==> src/rtl/button_conditioner.sv <==
`default_nettype none
// ============================================================================
//  Module   : button_conditioner
//  Purpose  : Turns raw active-low board push-buttons into clean active-high
//             button bits for the memory-mapped I/O manager (address 0xFFFD).
//             Each channel has a 2-FF synchronizer, a debounce FSM with a
//             stability counter, and a one-cycle press pulse.
//  Options  : BUTTON_STICKY_EN - when defined, `buttons` presents per-channel
//             sticky press flags that are cleared by rd_ack. Otherwise
//             `buttons` is the debounced level and rd_ack is ignored.
//  Revision : 1.0 - initial release
// ============================================================================
module button_conditioner #(
    parameter int N_BTN           = 4,
    parameter int DEBOUNCE_CYCLES = 50000,
    parameter int CNT_W           = 16
) (
    input  logic             clk,
    input  logic             reset,
    input  logic [N_BTN-1:0] key_n,
    input  logic             rd_ack,
    output logic [N_BTN-1:0] btn_level,
    output logic [N_BTN-1:0] btn_press,
    output logic [N_BTN-1:0] buttons
);

    // Debounce FSM encoding
    localparam logic [1:0] c_st_released    = 2'd0;
    localparam logic [1:0] c_st_chk_press   = 2'd1;
    localparam logic [1:0] c_st_pressed     = 2'd2;
    localparam logic [1:0] c_st_chk_release = 2'd3;

    // Last counter value before a new level is accepted
    localparam logic [CNT_W-1:0] c_cnt_last = CNT_W'(DEBOUNCE_CYCLES - 1);

    logic [N_BTN-1:0] sync1_q, sync1_d;
    logic [N_BTN-1:0] sync2_q, sync2_d;

    // Synchronizer next-state: key_n flows through s1 then s2
    always_comb begin
        sync1_d = key_n;
        sync2_d = sync1_q;
    end

    // Synchronizer flops; reset to the released (high) level
    always_ff @(posedge clk or negedge reset) begin
        if (!reset) begin
            sync1_q <= '1;
            sync2_q <= '1;
        end else begin
            sync1_q <= sync1_d;
            sync2_q <= sync2_d;
        end
    end

    for (genvar i = 0; i < N_BTN; i++) begin : g_ch
        logic [1:0]       state_q, state_d;
        logic [CNT_W-1:0] cnt_q, cnt_d;
        logic             level_q, level_d;
        logic             press_q, press_d;
        logic             key_released;

        // s2 is active-low: 1 means the button is not pressed
        assign key_released = sync2_q[i];

        // Debounce decision: any bounce clears the count and returns to the
        // stable state; a full window of agreeing samples flips the level
        always_comb begin
            state_d = state_q;
            cnt_d   = cnt_q;
            level_d = level_q;
            press_d = 1'b0;
            case (state_q)
                c_st_released: begin
                    if (!key_released) begin
                        state_d = c_st_chk_press;
                        cnt_d   = '0;
                    end
                end
                c_st_chk_press: begin
                    if (key_released) begin
                        state_d = c_st_released;
                        cnt_d   = '0;
                    end else if (cnt_q == c_cnt_last) begin
                        state_d = c_st_pressed;
                        level_d = 1'b1;
                        press_d = 1'b1;
                    end else begin
                        cnt_d = cnt_q + 1'b1;
                    end
                end
                c_st_pressed: begin
                    if (key_released) begin
                        state_d = c_st_chk_release;
                        cnt_d   = '0;
                    end
                end
                c_st_chk_release: begin
                    if (!key_released) begin
                        state_d = c_st_pressed;
                        cnt_d   = '0;
                    end else if (cnt_q == c_cnt_last) begin
                        state_d = c_st_released;
                        level_d = 1'b0;
                    end else begin
                        cnt_d = cnt_q + 1'b1;
                    end
                end
                default: begin
                    state_d = c_st_released;
                    cnt_d   = '0;
                    level_d = 1'b0;
                end
            endcase
        end

        // Channel state registers; reset discards any count in progress
        always_ff @(posedge clk or negedge reset) begin
            if (!reset) begin
                state_q <= c_st_released;
                cnt_q   <= '0;
                level_q <= 1'b0;
                press_q <= 1'b0;
            end else begin
                state_q <= state_d;
                cnt_q   <= cnt_d;
                level_q <= level_d;
                press_q <= press_d;
            end
        end

        assign btn_level[i] = level_q;
        assign btn_press[i] = press_q;
    end

`ifdef BUTTON_STICKY_EN
    logic [N_BTN-1:0] sticky_q, sticky_d;

    // Sticky flags: a press sets, a CPU read clears; set wins on collision
    always_comb begin
        sticky_d = (sticky_q & ~{N_BTN{rd_ack}}) | btn_press;
    end

    // Sticky flag registers
    always_ff @(posedge clk or negedge reset) begin
        if (!reset) begin
            sticky_q <= '0;
        end else begin
            sticky_q <= sticky_d;
        end
    end

    assign buttons = sticky_q;
`else
    // Without sticky flags the CPU sees the live debounced level
    logic unused_rd_ack;
    assign unused_rd_ack = rd_ack;
    assign buttons       = btn_level;
`endif

endmodule
`default_nettype wire

==> config.mk <==
export PLATFORM = sky130hd
export DESIGN_NAME = button_conditioner
export DESIGN_NICKNAME = d
export VERILOG_FILES = /design/src/rtl/button_conditioner.sv
export SDC_FILE = /design/constraint.sdc
export NUM_CORES = 1
export LEC_CHECK = 0
export BUFFER_PORTS_ARGS = -buffer_cell sky130_fd_sc_hd__buf_2
export CAP_MARGIN = 20
export CORE_ASPECT_RATIO = 0.6
export CORE_UTILIZATION = 60
export CTS_BUF_LIST = sky130_fd_sc_hd__clkbuf_8
export CTS_CLUSTER_DIAMETER = 100
export DETAILED_ROUTE_END_ITERATION = 10
export PLACE_DENSITY = 0.82
export SETUP_SLACK_MARGIN = 0.1
export SYNTH_ARGS = -nofsm -noshare
export SYNTH_HDL_FRONTEND = slang
export SYNTH_SLANG_ARGS = --single-unit
export TNS_END_PERCENT = 50
==> constraint.sdc <==
create_clock -name clk -period 3.9 [get_ports clk]
set_input_delay 0.78 -clock clk [delete_from_list [all_inputs] [get_ports clk]]
set_output_delay 0.78 -clock clk [all_outputs]
set_load 0.02 [all_outputs]
==> results_tabular.tex <==
\begin{tabular}{lr}
\hline
Metric & Value \\
\hline
\multicolumn{2}{l}{\textbf{Place}} \\
\quad Number of buffers added on ports & 17 \\
\quad Placed wire-length estimate after detailed placement & 5.72 mm \\
\quad Cell count after placement & 558 \\
\quad Placer Congestion & between 0.8 and 0.9 \\
\multicolumn{2}{l}{\textbf{Clock network}} \\
\quad Cell chosen for the clock root & sky130\_fd\_sc\_hd\_\_clkbuf\_8 \\
\quad TritonCTS buffer count & 9 \\
\quad Maximum level of the CTS H-tree & 3 \\
\quad Source-to-sink clock delay at the later pin of the worst-skew pair & 370 ps \\
\quad TritonCTS sink count & 88 \\
\quad Clock Path Buffers & 2 \\
\quad Hold-fix buffers at CTS & 0 \\
\quad Total setup buffers inserted after CTS & 0 \\
\quad CTS tree & yes \\
\quad Number of instances resized during post-cts repair & 0 \\
\quad Worst-path clk slew & 80 ps \\
\multicolumn{2}{l}{\textbf{Final layout}} \\
\quad Final standard cell count with taps included and fillers excluded & 576 \\
\quad \# diodes & 0 \\
\quad Fin nets & 478 \\
\quad Storage element area & approximately 2200 sq um \\
\quad Layout cells sized above 1 & 12.3\% \\
\quad Count of fill cells added during filler insertion & 598 \\
\quad Area used by multi-input combinational logic & 2130 sq um \\
\quad Layout overhead on the synthesized area & 5.46\% \\
\multicolumn{2}{l}{\textbf{Synth}} \\
\quad Netlist area before placement & 4600 sq um \\
\quad Post-synthesis cell count & 467 \\
\quad Synth area leader & sky130\_fd\_sc\_hd\_\_dfrtp\_1 \\
\quad Yosys warnings & 0 \\
\quad Most used DFF post-synth & sky130\_fd\_sc\_hd\_\_dfrtp\_1 \\
\quad Share of the synthesized area in the top cell type & 43.5\% \\
\quad EDFF count, synth & 0 \\
\quad Dominant cell by count in the synthesized netlist & sky130\_fd\_sc\_hd\_\_dfrtp\_1 \\
\quad Average cell area after synthesis & 9.85 sq um \\
\quad Net count of the mapped netlist & between 400 and 500 \\
\quad Async set or reset register ratio after synthesis & 100\% \\
\quad Cell variety after synth & 56 \\
\quad Top cell types by occurrence after synthesis & 80 x sky130\_fd\_sc\_hd\_\_dfrtp\_1, 48 x sky130\_fd\_sc\_hd\_\_nor2\_1, 30 x sky130\_fd\_sc\_hd\_\_nand4\_1, 28 x sky130\_fd\_sc\_hd\_\_nand2\_1, 26 x sky130\_fd\_sc\_hd\_\_xnor2\_1 \\
\quad Portion of the post-synthesis area used by sequential elements & 48.1\% \\
\quad Leading cell types by total area after synthesis & sky130\_fd\_sc\_hd\_\_dfrtp\_1 44\%, sky130\_fd\_sc\_hd\_\_xnor2\_1 4.9\%, sky130\_fd\_sc\_hd\_\_dfstp\_2 4.6\%, sky130\_fd\_sc\_hd\_\_nand4\_1 4.1\%, sky130\_fd\_sc\_hd\_\_nor2\_1 3.9\% \\
\quad Flip-flop and latch count after synthesis & 88 \\
\multicolumn{2}{l}{\textbf{Critical path}} \\
\quad Critical path data required time & 4170 ps \\
\quad Nature of the critical path endpoint & flip-flop \\
\quad Worst Setup EP & g\_ch[0].cnt\_q[0] \\
\quad Category of the most critical setup path & reg -> reg \\
\quad Element type at the critical path start & flip-flop \\
\quad Crit path DAT & roughly 2300 ps \\
\quad End of the worst register-to-register path & g\_ch[0].cnt\_q[0] \\
\quad Number of cells traversed by the worst register-to-register path & 4 \\
\quad Reg-to-reg startpoint & g\_ch[0].cnt\_q[7] \\
\quad FF-to-FF setup slack & 1880 ps \\
\quad Critical Path Start & g\_ch[0].cnt\_q[7] \\
\quad Crit path max fanout & 13 \\
\multicolumn{2}{l}{\textbf{Routing}} \\
\quad Vias per std cell & 5.96 \\
\quad Pre-antenna DRT Iters & 4 \\
\quad Routed vias & 3432 \\
\quad DR iter-0 viols & 397 \\
\quad Final WL & 8.44 mm \\
\quad Drt wl/cell & 14.6 microns \\
\quad Routed Antenna Nets & 0 \\
\quad Remaining design rule violation count & 0 \\
\multicolumn{2}{l}{\textbf{Floorplanning}} \\
\quad \# rows & 24 \\
\quad Die Footprint & 8040 sq um \\
\quad IO Pins & 19 \\
\quad Die extent in x & 115 microns \\
\quad Starting utilization of the core area & 62.8\% \\
\quad Vert. Die Dim & 69.8 microns \\
\quad Core Area & about 7300 sq um \\
\multicolumn{2}{l}{\textbf{Timing}} \\
\quad Final slew viol count & 0 \\
\quad RSZ-0062 raised after global routing & no \\
\quad Layout Skew & approximately 7.4 ps \\
\quad Maximum clock frequency & 496 MHz \\
\quad Finish-stage setup viols & 0 \\
\quad Sum of negative setup slack & 0 ps \\
\quad Headroom to the max-slew limit & between 20\% and 30\% \\
\quad Min Tclk post-route & around 2000 ps \\
\quad Final hold vios & 0 \\
\quad Measured slew at the worst slew-check pin & 1070 ps \\
\quad Period Utilization, post-route & 51.7\% \\
\multicolumn{2}{l}{\textbf{Hold path}} \\
\quad Kind of path behind the tightest hold check & in -> async \\
\multicolumn{2}{l}{\textbf{Power and ir drop}} \\
\quad PD cells & 342 nW/um\^{}2 \\
\quad Total Power & 0.00166 W \\
\quad Peak VDD IR & 196 uV \\
\quad LEAKAGE & 2.05 nW \\
\multicolumn{2}{l}{\textbf{Global routing}} \\
\quad Via count of the first global-routing pass & 3071 \\
\quad GRT Util Overall & 23.7\% \\
\quad Global-route wire length before repair & 14.6 mm \\
\quad Initial antenna violation count & 0 \\
\quad Global routing met2 resource utilization & 32.1\% \\
\quad Maximum number of pins on one net before global-route repair & 89 \\
\quad Global-route met1 utilization & 35.1\% \\
\quad Met3 global-route usage & 9.62\% \\
\quad Remaining Overflow, GRT & 0 \\
\quad Global routing's busiest layer & met1 \\
\multicolumn{2}{l}{\textbf{Flow run}} \\
\quad Max Cap Violations & 0 \\
\multicolumn{2}{l}{\textbf{Status}} \\
\quad Run status & completed \\
\hline
\end{tabular}
[registers in the layout, summed over array words and instances, names as in the netlist, named ones only]
| register | count |
|---|---|
| sync2_q | 4 |
| sync1_q | 4 |
| g_ch.cnt_q | 64 |
| g_ch.level_q | 4 |
| g_ch.press_q | 4 |
| g_ch.state_q | 4 |
[where the power goes]
group          total [W]  switching (W)  internal (W)
registers       0.000949      0.0000203      0.000928
clock network   0.000631       0.000321      0.000310
logic          0.0000790      0.0000539     0.0000252
total            0.00166       0.000395       0.00126
[worst max-delay path, cell delays in order (launching register included)]
cell and delay (ps):
sky130_fd_sc_hd__dfrtp_1 490, sky130_fd_sc_hd__nor4b_2 290, sky130_fd_sc_hd__nand4_1 420, sky130_fd_sc_hd__or3_1 460
sky130_fd_sc_hd__a41o_1 240
[cells by family (layout without fill, tap and decap cells)]
| kind of cell | Yosys count | in the layout | synth area share [%] |
|---|---|---|---|
| AO/OA/AOI/OAI | 60 | 60 | 8.40 |
| adder cells (fa/ha/maj) | 4 | 4 | 1.09 |
| buffers and inverters | 46 | 51 | 5.71 |
| multiplexers | 3 | 3 | 0.653 |
| AND/OR/NAND/NOR | 221 | 221 | 27.2 |
| flip-flops | 88 | 88 | 48.1 |
| XOR/XNOR | 45 | 45 | 8.89 |
[layout by cell type, fill, tap and decap left out, types with 10 or more instances in the layout]
master and n:
sky130_fd_sc_hd__nor4_1 15, sky130_fd_sc_hd__o21ai_0 14, sky130_fd_sc_hd__inv_1 16, sky130_fd_sc_hd__a21oi_1 17
sky130_fd_sc_hd__nand2_1 28, sky130_fd_sc_hd__clkbuf_8 10, sky130_fd_sc_hd__buf_2 16, sky130_fd_sc_hd__or3_1 13
sky130_fd_sc_hd__dfrtp_1 80, sky130_fd_sc_hd__xor2_1 17, sky130_fd_sc_hd__nor2_1 48, sky130_fd_sc_hd__nand3_1 25
sky130_fd_sc_hd__nor3_1 14, sky130_fd_sc_hd__nand4_1 30, sky130_fd_sc_hd__xnor2_1 26
[cell type report]
type / count / share of cell area, %
well taps: 104 / 2.68
clock inverters: 6 / 1.24
clock buffers: 10 / 2.84
multi-input cells: 333 / 43.8
repair buffers: 20 / 2.68
inverters: 15 / 1.16
flip-flops and latches: 88 / 45.6
[worst min-delay path by stage]
stage,startpoint,to,cells past startpoint
6_report,reset,g_ch[1].cnt_q[10],1
5_1_grt,reset,g_ch[1].cnt_q[10],1
4_1_cts,sync1_q[2],sync2_q[2],0
3_5_place_dp,sync1_q[2],sync2_q[2],0
3_3_place_gp,sync1_q[0],sync2_q[0],0
2_1_floorplan,sync1_q[0],sync2_q[0],0
[metrics by stage]
step	utilization [%]	area, sq um	hold WS [ps]	setup WS, ps
after floorplan	-	4600	345	2170
after global placement	63.1	4620	346	1840
after detailed placement	63.1	4620	347	1790
after CTS	65.8	4820	359	1770
after global routing	66.2	4850	291	1750
final	66.2	4850	297	1880
[layer usage]
| layer | vias up | wire [microns] |
|---|---|---|
| met5 | - | 0 |
| met4 | 0 | 79 |
| met3 | 11 | 408 |
| met2 | 70 | 3680 |
| met1 | 1672 | 4270 |
| li1 | 1679 | - |
Note: power is estimated with default switching activity, not from simulation.
